==> config.mk <==
export PLATFORM = sky130hd
export DESIGN_NAME = noc_inject_ni
export DESIGN_NICKNAME = d
export VERILOG_FILES = /design/src/rtl/router_pkg.sv /design/src/rtl/vc_rr_arbiter.sv /design/src/rtl/noc_inject_ni.sv
export SDC_FILE = /design/constraint.sdc
export NUM_CORES = 1
export LEC_CHECK = 0
export CAP_MARGIN = 10
export CORE_ASPECT_RATIO = 1.1
export CORE_MARGIN = 5
export CORE_UTILIZATION = 24
export CTS_CLUSTER_DIAMETER = 30
export DETAILED_ROUTE_END_ITERATION = 7
export PLACE_DENSITY = 0.53
export REMOVE_ABC_BUFFERS = 1
export SETUP_SLACK_MARGIN = 0.05
export SLEW_MARGIN = 20
export SYNTH_ARGS = -nofsm -noshare
export SYNTH_HDL_FRONTEND = slang
export SYNTH_HIERARCHICAL = 1
export SYNTH_SLANG_ARGS = --single-unit
==> constraint.sdc <==
create_clock -name clk -period 9.1 [get_ports clk]
set_input_delay 2.73 -clock clk [delete_from_list [all_inputs] [get_ports clk]]
set_output_delay 2.73 -clock clk [all_outputs]
set_load 0.02 [all_outputs]
==> src/rtl/router_pkg.sv <==
// router_pkg: shared types and constants for the router and its network interfaces.
//   flit_type_t  - HEAD / BODY / TAIL / HEADTAIL flit tags
//   ni_state_t   - injection NI packet FSM states
//   channel_t    - one flit on a link: valid, type, VC id, payload
//   head_payload - packs destination and source coordinates into a head-flit payload
package router_pkg;

   localparam int unsigned NUM_VCS          = 2;
   localparam int unsigned VC_BITS          = (NUM_VCS > 1) ? $clog2(NUM_VCS) : 1;
   localparam int unsigned DIM_BITS         = 2;
   localparam int unsigned PAYLOAD_BITS     = 8;
   localparam int unsigned CREDIT_CTR_WIDTH = 4;

   typedef enum logic [1:0] {
      FlitHead     = 2'd0,
      FlitBody     = 2'd1,
      FlitTail     = 2'd2,
      FlitHeadTail = 2'd3
   } flit_type_t;

   typedef enum logic [1:0] {
      StIdle = 2'd0,
      StHead = 2'd1,
      StBody = 2'd2
   } ni_state_t;

   typedef struct packed {
      logic                    valid;
      flit_type_t              ftype;
      logic [VC_BITS-1:0]      vcid;
      logic [PAYLOAD_BITS-1:0] data;
   } channel_t;

   // Head payload layout (MSB first): dest_x, dest_y, src_x, src_y; upper bits zero.
   function automatic logic [PAYLOAD_BITS-1:0] head_payload(
      input logic [DIM_BITS-1:0] dx,
      input logic [DIM_BITS-1:0] dy,
      input logic [DIM_BITS-1:0] sx,
      input logic [DIM_BITS-1:0] sy
   );
      logic [PAYLOAD_BITS-1:0] p;
      p = '0;
      p[4*DIM_BITS-1:0] = {dx, dy, sx, sy};
      return p;
   endfunction

endpackage

==> src/rtl/vc_rr_arbiter.sv <==
// vc_rr_arbiter: round-robin grant of one VC among NUM_VCS requesters.
//   clk, rst     - clock, synchronous active-high reset (pointer -> 0)
//   i_req        - per-VC request (VC has credit)
//   i_advance    - grant was used this cycle; pointer moves to granted+1
//   o_gnt        - one-hot grant
//   o_gnt_idx    - index of the granted VC
//   o_gnt_valid  - some VC is granted
module vc_rr_arbiter
   import router_pkg::*;
(
   input  logic               clk,
   input  logic               rst,
   input  logic [NUM_VCS-1:0] i_req,
   input  logic               i_advance,
   output logic [NUM_VCS-1:0] o_gnt,
   output logic [VC_BITS-1:0] o_gnt_idx,
   output logic               o_gnt_valid
);

   logic [VC_BITS-1:0] r_ptr;
   logic [VC_BITS-1:0] w_idx;

   // Scan from the pointer upward (wrapping); first requester wins.
   always_comb begin
      o_gnt       = '0;
      o_gnt_idx   = '0;
      o_gnt_valid = 1'b0;
      w_idx       = '0;
      for (int i = 0; i < NUM_VCS; i++) begin
         w_idx = VC_BITS'((32'(r_ptr) + 32'(i)) % NUM_VCS);
         if (!o_gnt_valid && i_req[w_idx]) begin
            o_gnt_valid  = 1'b1;
            o_gnt_idx    = w_idx;
            o_gnt[w_idx] = 1'b1;
         end
      end
   end

   always_ff @(posedge clk) begin
      if (rst) begin
         r_ptr <= '0;
      end else if (i_advance && o_gnt_valid) begin
         r_ptr <= (o_gnt_idx == VC_BITS'(NUM_VCS - 1)) ? '0 : o_gnt_idx + 1'b1;
      end
   end

endmodule

==> src/rtl/noc_inject_ni.sv <==
// noc_inject_ni: injection network interface. Turns a packet descriptor plus a payload
// stream into HEAD/BODY/TAIL (or HEADTAIL) flits on the router local inport, with
// per-VC credit flow control and round-robin VC choice per packet.
//   clk, rst              - clock, synchronous active-high reset
//   LOCAL_X, LOCAL_Y      - source coordinates placed in head flits
//   pkt_valid/pkt_ready   - descriptor handshake (pkt_dest_x/y, pkt_len)
//   data_valid/data_ready - payload handshake (data)
//   flit_out              - registered flit to the router
//   credit_in             - one-cycle credit return per VC
//   busy                  - a packet is in flight
//   err_credit_ovf        - sticky: credit returned to a full counter
// Optional build macro NI_STATS_EN adds stat_flits_sent and stat_stall_cycles.
module noc_inject_ni
   import router_pkg::*;
#(
   parameter int unsigned INIT_CREDITS = 4,
   parameter int unsigned LEN_BITS     = 4
) (
   input  logic                    clk,
   input  logic                    rst,
   input  logic [DIM_BITS-1:0]     LOCAL_X,
   input  logic [DIM_BITS-1:0]     LOCAL_Y,
   input  logic                    pkt_valid,
   output logic                    pkt_ready,
   input  logic [DIM_BITS-1:0]     pkt_dest_x,
   input  logic [DIM_BITS-1:0]     pkt_dest_y,
   input  logic [LEN_BITS-1:0]     pkt_len,
   input  logic                    data_valid,
   output logic                    data_ready,
   input  logic [PAYLOAD_BITS-1:0] data,
   output channel_t                flit_out,
   input  logic                    credit_in [NUM_VCS],
   output logic                    busy,
   output logic                    err_credit_ovf
`ifdef NI_STATS_EN
   ,
   output logic [31:0]             stat_flits_sent,
   output logic [31:0]             stat_stall_cycles
`endif
);

   localparam logic [CREDIT_CTR_WIDTH-1:0] MaxCredit = CREDIT_CTR_WIDTH'(INIT_CREDITS);

   ni_state_t                   r_state, w_state_next;
   logic [DIM_BITS-1:0]         r_dest_x, r_dest_y;
   logic [LEN_BITS-1:0]         r_len, r_cnt;
   logic [VC_BITS-1:0]          r_vc;
   logic [CREDIT_CTR_WIDTH-1:0] r_credit [NUM_VCS];
   logic [CREDIT_CTR_WIDTH-1:0] w_credit_next [NUM_VCS];
   logic                        r_err;
   channel_t                    r_flit, w_flit_next;

   logic               w_pkt_ready, w_data_ready;
   logic               w_latch, w_head_send, w_body_send, w_last;
   logic               w_ovf;
   logic [NUM_VCS-1:0] w_req, w_gnt, w_dec;
   logic [VC_BITS-1:0] w_gnt_idx;
   logic               w_gnt_valid;

   always_comb begin
      for (int v = 0; v < NUM_VCS; v++) begin
         w_req[v] = (r_credit[v] != '0);
      end
   end

   vc_rr_arbiter u_arb (
      .clk         (clk),
      .rst         (rst),
      .i_req       (w_req),
      .i_advance   (w_head_send),
      .o_gnt       (w_gnt),
      .o_gnt_idx   (w_gnt_idx),
      .o_gnt_valid (w_gnt_valid)
   );

   // Packet FSM: next state, handshakes and the flit to register.
   always_comb begin
      w_state_next = r_state;
      w_pkt_ready  = 1'b0;
      w_data_ready = 1'b0;
      w_latch      = 1'b0;
      w_head_send  = 1'b0;
      w_body_send  = 1'b0;
      w_last       = 1'b0;
      w_flit_next  = '0;
      unique case (r_state)
         StIdle: begin
            w_pkt_ready = ~rst;
            if (pkt_valid && w_pkt_ready) begin
               w_latch      = 1'b1;
               w_state_next = StHead;
            end
         end
         StHead: begin
            if (w_gnt_valid) begin
               w_head_send       = 1'b1;
               w_flit_next.valid = 1'b1;
               w_flit_next.vcid  = w_gnt_idx;
               w_flit_next.ftype = (r_len == '0) ? FlitHeadTail : FlitHead;
               w_flit_next.data  = head_payload(r_dest_x, r_dest_y, LOCAL_X, LOCAL_Y);
               w_state_next      = (r_len == '0) ? StIdle : StBody;
            end
         end
         StBody: begin
            // Registered credit only: a credit arriving this cycle is usable next cycle.
            w_data_ready = ~rst && (r_credit[r_vc] != '0);
            if (data_valid && w_data_ready) begin
               w_body_send       = 1'b1;
               w_last            = (r_cnt == r_len - LEN_BITS'(1));
               w_flit_next.valid = 1'b1;
               w_flit_next.vcid  = r_vc;
               w_flit_next.ftype = w_last ? FlitTail : FlitBody;
               w_flit_next.data  = data;
               if (w_last) begin
                  w_state_next = StIdle;
               end
            end
         end
         default: w_state_next = StIdle;
      endcase
   end

   always_comb begin
      for (int v = 0; v < NUM_VCS; v++) begin
         w_dec[v] = w_head_send ? w_gnt[v] : (w_body_send && (r_vc == VC_BITS'(v)));
      end
   end

   // Credit counters: send and return in the same cycle cancel out.
   always_comb begin
      w_ovf = 1'b0;
      for (int v = 0; v < NUM_VCS; v++) begin
         w_credit_next[v] = r_credit[v];
         if (credit_in[v] && !w_dec[v]) begin
            if (r_credit[v] >= MaxCredit) begin
               w_ovf = 1'b1;
            end else begin
               w_credit_next[v] = r_credit[v] + 1'b1;
            end
         end else if (!credit_in[v] && w_dec[v]) begin
            w_credit_next[v] = r_credit[v] - 1'b1;
         end
      end
   end

   always_ff @(posedge clk) begin
      if (rst) begin
         r_state  <= StIdle;
         r_flit   <= '0;
         r_err    <= 1'b0;
         r_dest_x <= '0;
         r_dest_y <= '0;
         r_len    <= '0;
         r_cnt    <= '0;
         r_vc     <= '0;
         for (int v = 0; v < NUM_VCS; v++) begin
            r_credit[v] <= MaxCredit;
         end
      end else begin
         r_state <= w_state_next;
         r_flit  <= w_flit_next;
         if (w_ovf) begin
            r_err <= 1'b1;
         end
         if (w_latch) begin
            r_dest_x <= pkt_dest_x;
            r_dest_y <= pkt_dest_y;
            r_len    <= pkt_len;
         end
         if (w_head_send) begin
            r_vc  <= w_gnt_idx;
            r_cnt <= '0;
         end
         if (w_body_send) begin
            r_cnt <= r_cnt + 1'b1;
         end
         for (int v = 0; v < NUM_VCS; v++) begin
            r_credit[v] <= w_credit_next[v];
         end
      end
   end

   assign pkt_ready      = w_pkt_ready;
   assign data_ready     = w_data_ready;
   assign flit_out       = r_flit;
   assign busy           = (r_state != StIdle);
   assign err_credit_ovf = r_err;

`ifdef NI_STATS_EN
   logic [31:0] r_stat_flits, r_stat_stall;
   logic        w_stall;

   // Stall means blocked on credit, not merely waiting for payload.
   assign w_stall = ((r_state == StHead) && !w_gnt_valid) ||
                    ((r_state == StBody) && (r_credit[r_vc] == '0));

   always_ff @(posedge clk) begin
      if (rst) begin
         r_stat_flits <= '0;
         r_stat_stall <= '0;
      end else begin
         if (w_head_send || w_body_send) begin
            r_stat_flits <= r_stat_flits + 32'd1;
         end
         if (w_stall) begin
            r_stat_stall <= r_stat_stall + 32'd1;
         end
      end
   end

   assign stat_flits_sent   = r_stat_flits;
   assign stat_stall_cycles = r_stat_stall;
`endif

endmodule

==> impl_results.md <==
* Outcome: finished clean
* Peak Freq at 144.0 MHz
* Max Clock Skew at 0.008721 ns
* Die X at 96.67 µm
* Total number of vias at 1741
* DRT antenna net count at 0
* Overall routing resource usage at 10.02%
* Sequential area share after synthesis at 38.36%
* RSZ-0062 raised after global routing: no
* Number of synthesized flops with an enable pin at 0
* Drt total wl at around 4.9 mm
* Most frequent cells in the layout: clkdlybuf4s50_1 (41), dfxtp_1 (38), nand2_1 (25), nor2_1 (18), a21oi_1 (18)
* Num CTS Buffers at 5
* Final Util at around 32%
* Post-Place Setup Slack at 2.160 ns
* Max Cap Viol at 0
* Cts repair resizes at 0
* Synth warn at 6
* Antenna violations before repair at 0
* Simple-Gate Fraction of Synth Area at 18.68%
* Die area at 0.01018 mm²
* Syn Area/Cell at 9.014 µm²
* Worst-skew pair later-pin latency at a little under 0.3 ns
* Post-Synthesis Cells at 220
* Xor-xnor portion of the synthesized cell area at 3.785%
* CTS sink count at 38
* Fill cell count at between 800 and 900
* Die Height at roughly 110 µm
* Maximum vdd drop at 0.00006010 V
* Via/cell ratio at 4.718
* First DRT Iteration DRCs at 96
* Fraction of registers with async set/reset at 0%
* Post-CTS Setup Bufs at 0
* Req. time, crit path at 6.37 ns
* Core area at 0.007998 mm²
* Yosys reg bits at 38
* Largest family of logic cells by synthesized area: compound AO/OA/AOI/OAI gates
* First-pass GRT wire length at around 8.5 mm
* I/O Pins at 42
* Critical Path Sink Type: output port
* N_diodes at 0
* Mapped Area at 0.001983 mm²
* Fraction of the mapped netlist area in adder cells at 8.328%
* Power Total at 0.0004101 W
* Tmin final at just under 7 ns
* Area fraction in compound gates after synthesis at 21.64%
* Pin count of the biggest net entering global routing at 31
* Placed insts at 361
* # setup viols final at 0
* TritonRoute pass-1 iters at 4
* Fin. Hold Viols at 0
* Critical path class: input port to output port
* Clock buffer depth at 2
* Pwr Density at 158.0 mW/mm²
* Vias in the first global route at about 1700
* CTS tree: built
* Crit path max fanout at 9
* Nets@finish at roughly 300
* GP Congestion at 0.7621
* Initial core utilization at 24.80%
* Final Cycle Share at between 70% and 80%
* Worst slew pin tran at 0.6366 ns
* Clock-pin slew on the worst setup and hold paths at 0.08 ns
* Pleak at 0.9806 nW
* Worst rel slew slack at approximately 57%
* Synthesis-to-layout area growth at 30.91%
* Finished Layout Cells at 369
* CTS Hold Buffers Added at 0
* # DRC at 0
* Count of cell types in the netlist at 48
* Wire per inst at between 10 and 15 µm
* Share of layout cells above drive strength 1 at a little under 9%
* Multiplexer area fraction after synthesis at 4.101%
* Global route overflow at 0
* Cell Rows at 34
* Final WS setup at 2.158 ns
* Main synth FF type: dfxtp_1
* Port bufs at between 40 and 50
* Slew Viols, Final at 0
* HP Class: flip-flop to flip-flop
* Setup TNS at 0 ns
* WP data arrival at 4.21 ns
* Clock root cell: clkbuf_8
* Startpoint types: input port
* Most common cell after layout, fill and taps aside: clkdlybuf4s50_1
* HPWL after detailed placement at about 3.6 mm
* Htree depth at 2
-- cells in the mapped netlist, types with 4 or more instances --
cell type,number,area [µm²]
o21ai_0,4,20.02
clkbuf_1,7,26.28
nor2_1,18,67.56
inv_1,12,45.04
a21oi_2,4,35.03
nand2_1,25,93.84
a22oi_1,8,60.06
nand3_1,11,55.05
xnor2_1,4,35.03
dfxtp_1,38,760.7
ha_1,10,125.1
a21oi_1,18,90.09
mux2i_1,4,40.04
-- final cells by class --
| class | instances | area (µm²) | area share [%] |
|---|---|---|---|
| clock inverter | 3 | 40.04 | 1.542 |
| timing repair buffer | 42 | 417.9 | 16.10 |
| multi-input combinational | 159 | 1121 | 43.18 |
| sequential | 38 | 760.7 | 29.30 |
| tap | 108 | 135.1 | 5.205 |
| clock buffer | 5 | 68.82 | 2.651 |
| inverter | 14 | 52.55 | 2.024 |
-- flip-flops by register name, summed over array words and instances, names as in the netlist, named ones only --
name            flops
err_credit_ovf      1
flit_out           12
r_cnt               4
r_credit            8
r_dest_x            2
r_dest_y            2
r_len               4
r_state             2
r_vc                1
-- where the power goes --
group          switching (W)  leakage (nW)  internal [W]   total, W
clock              0.0000616        0.0579     0.0000807   0.000142
combinational      0.0000460         0.614     0.0000393  0.0000853
sequential        0.00000786         0.309      0.000175   0.000183
-- path summary, 6_finish.rpt --
kind | start | end | slack [ns] | cells past startpoint
worst max-delay path | rst | data_ready | 2.16 | 4
worst min-delay path | r_dest_y[1] | r_dest_y[1] | 0.46 | 2
worst max register to register | r_credit[1][0] | r_credit[0][3] | 5.56 | 13
worst min register to register | r_dest_y[1] | r_dest_y[1] | 0.46 | 2
-- layer usage --
metal	up-vias	share of wire, %	GRT usage, %
met2	43	48	16.86
met5	-	0	0
met3	9	5.4	3.567
met1	819	45	11.73
met4	0	1.7	3.711
li1	870	-	-
-- per-stage QoR --
step,cell area (µm²),hold WS (ns)
after CTS,2596,0.4657
final,2596,0.4644
after global placement,2487,0.4449
after floorplan,1934,0.4307
after global routing,2596,0.4924
after detailed placement,2487,0.4547
-- kinds of logic after synthesis --
group	Yosys count
AOI/OAI and AO/OA	58
xor gates and xnor gates	7
adders and majority gates	12
buffers and inverters	23
DFF	38
muxes	7
and+or+nand+nor	75
-- critical path, stage by stage --
cell and delay, ns:
clkdlybuf4s50_1 0.50, clkinv_1 0.23, and3_1 0.22, clkdlybuf4s50_1 0.53
Power figures use the tool's default switching activity.
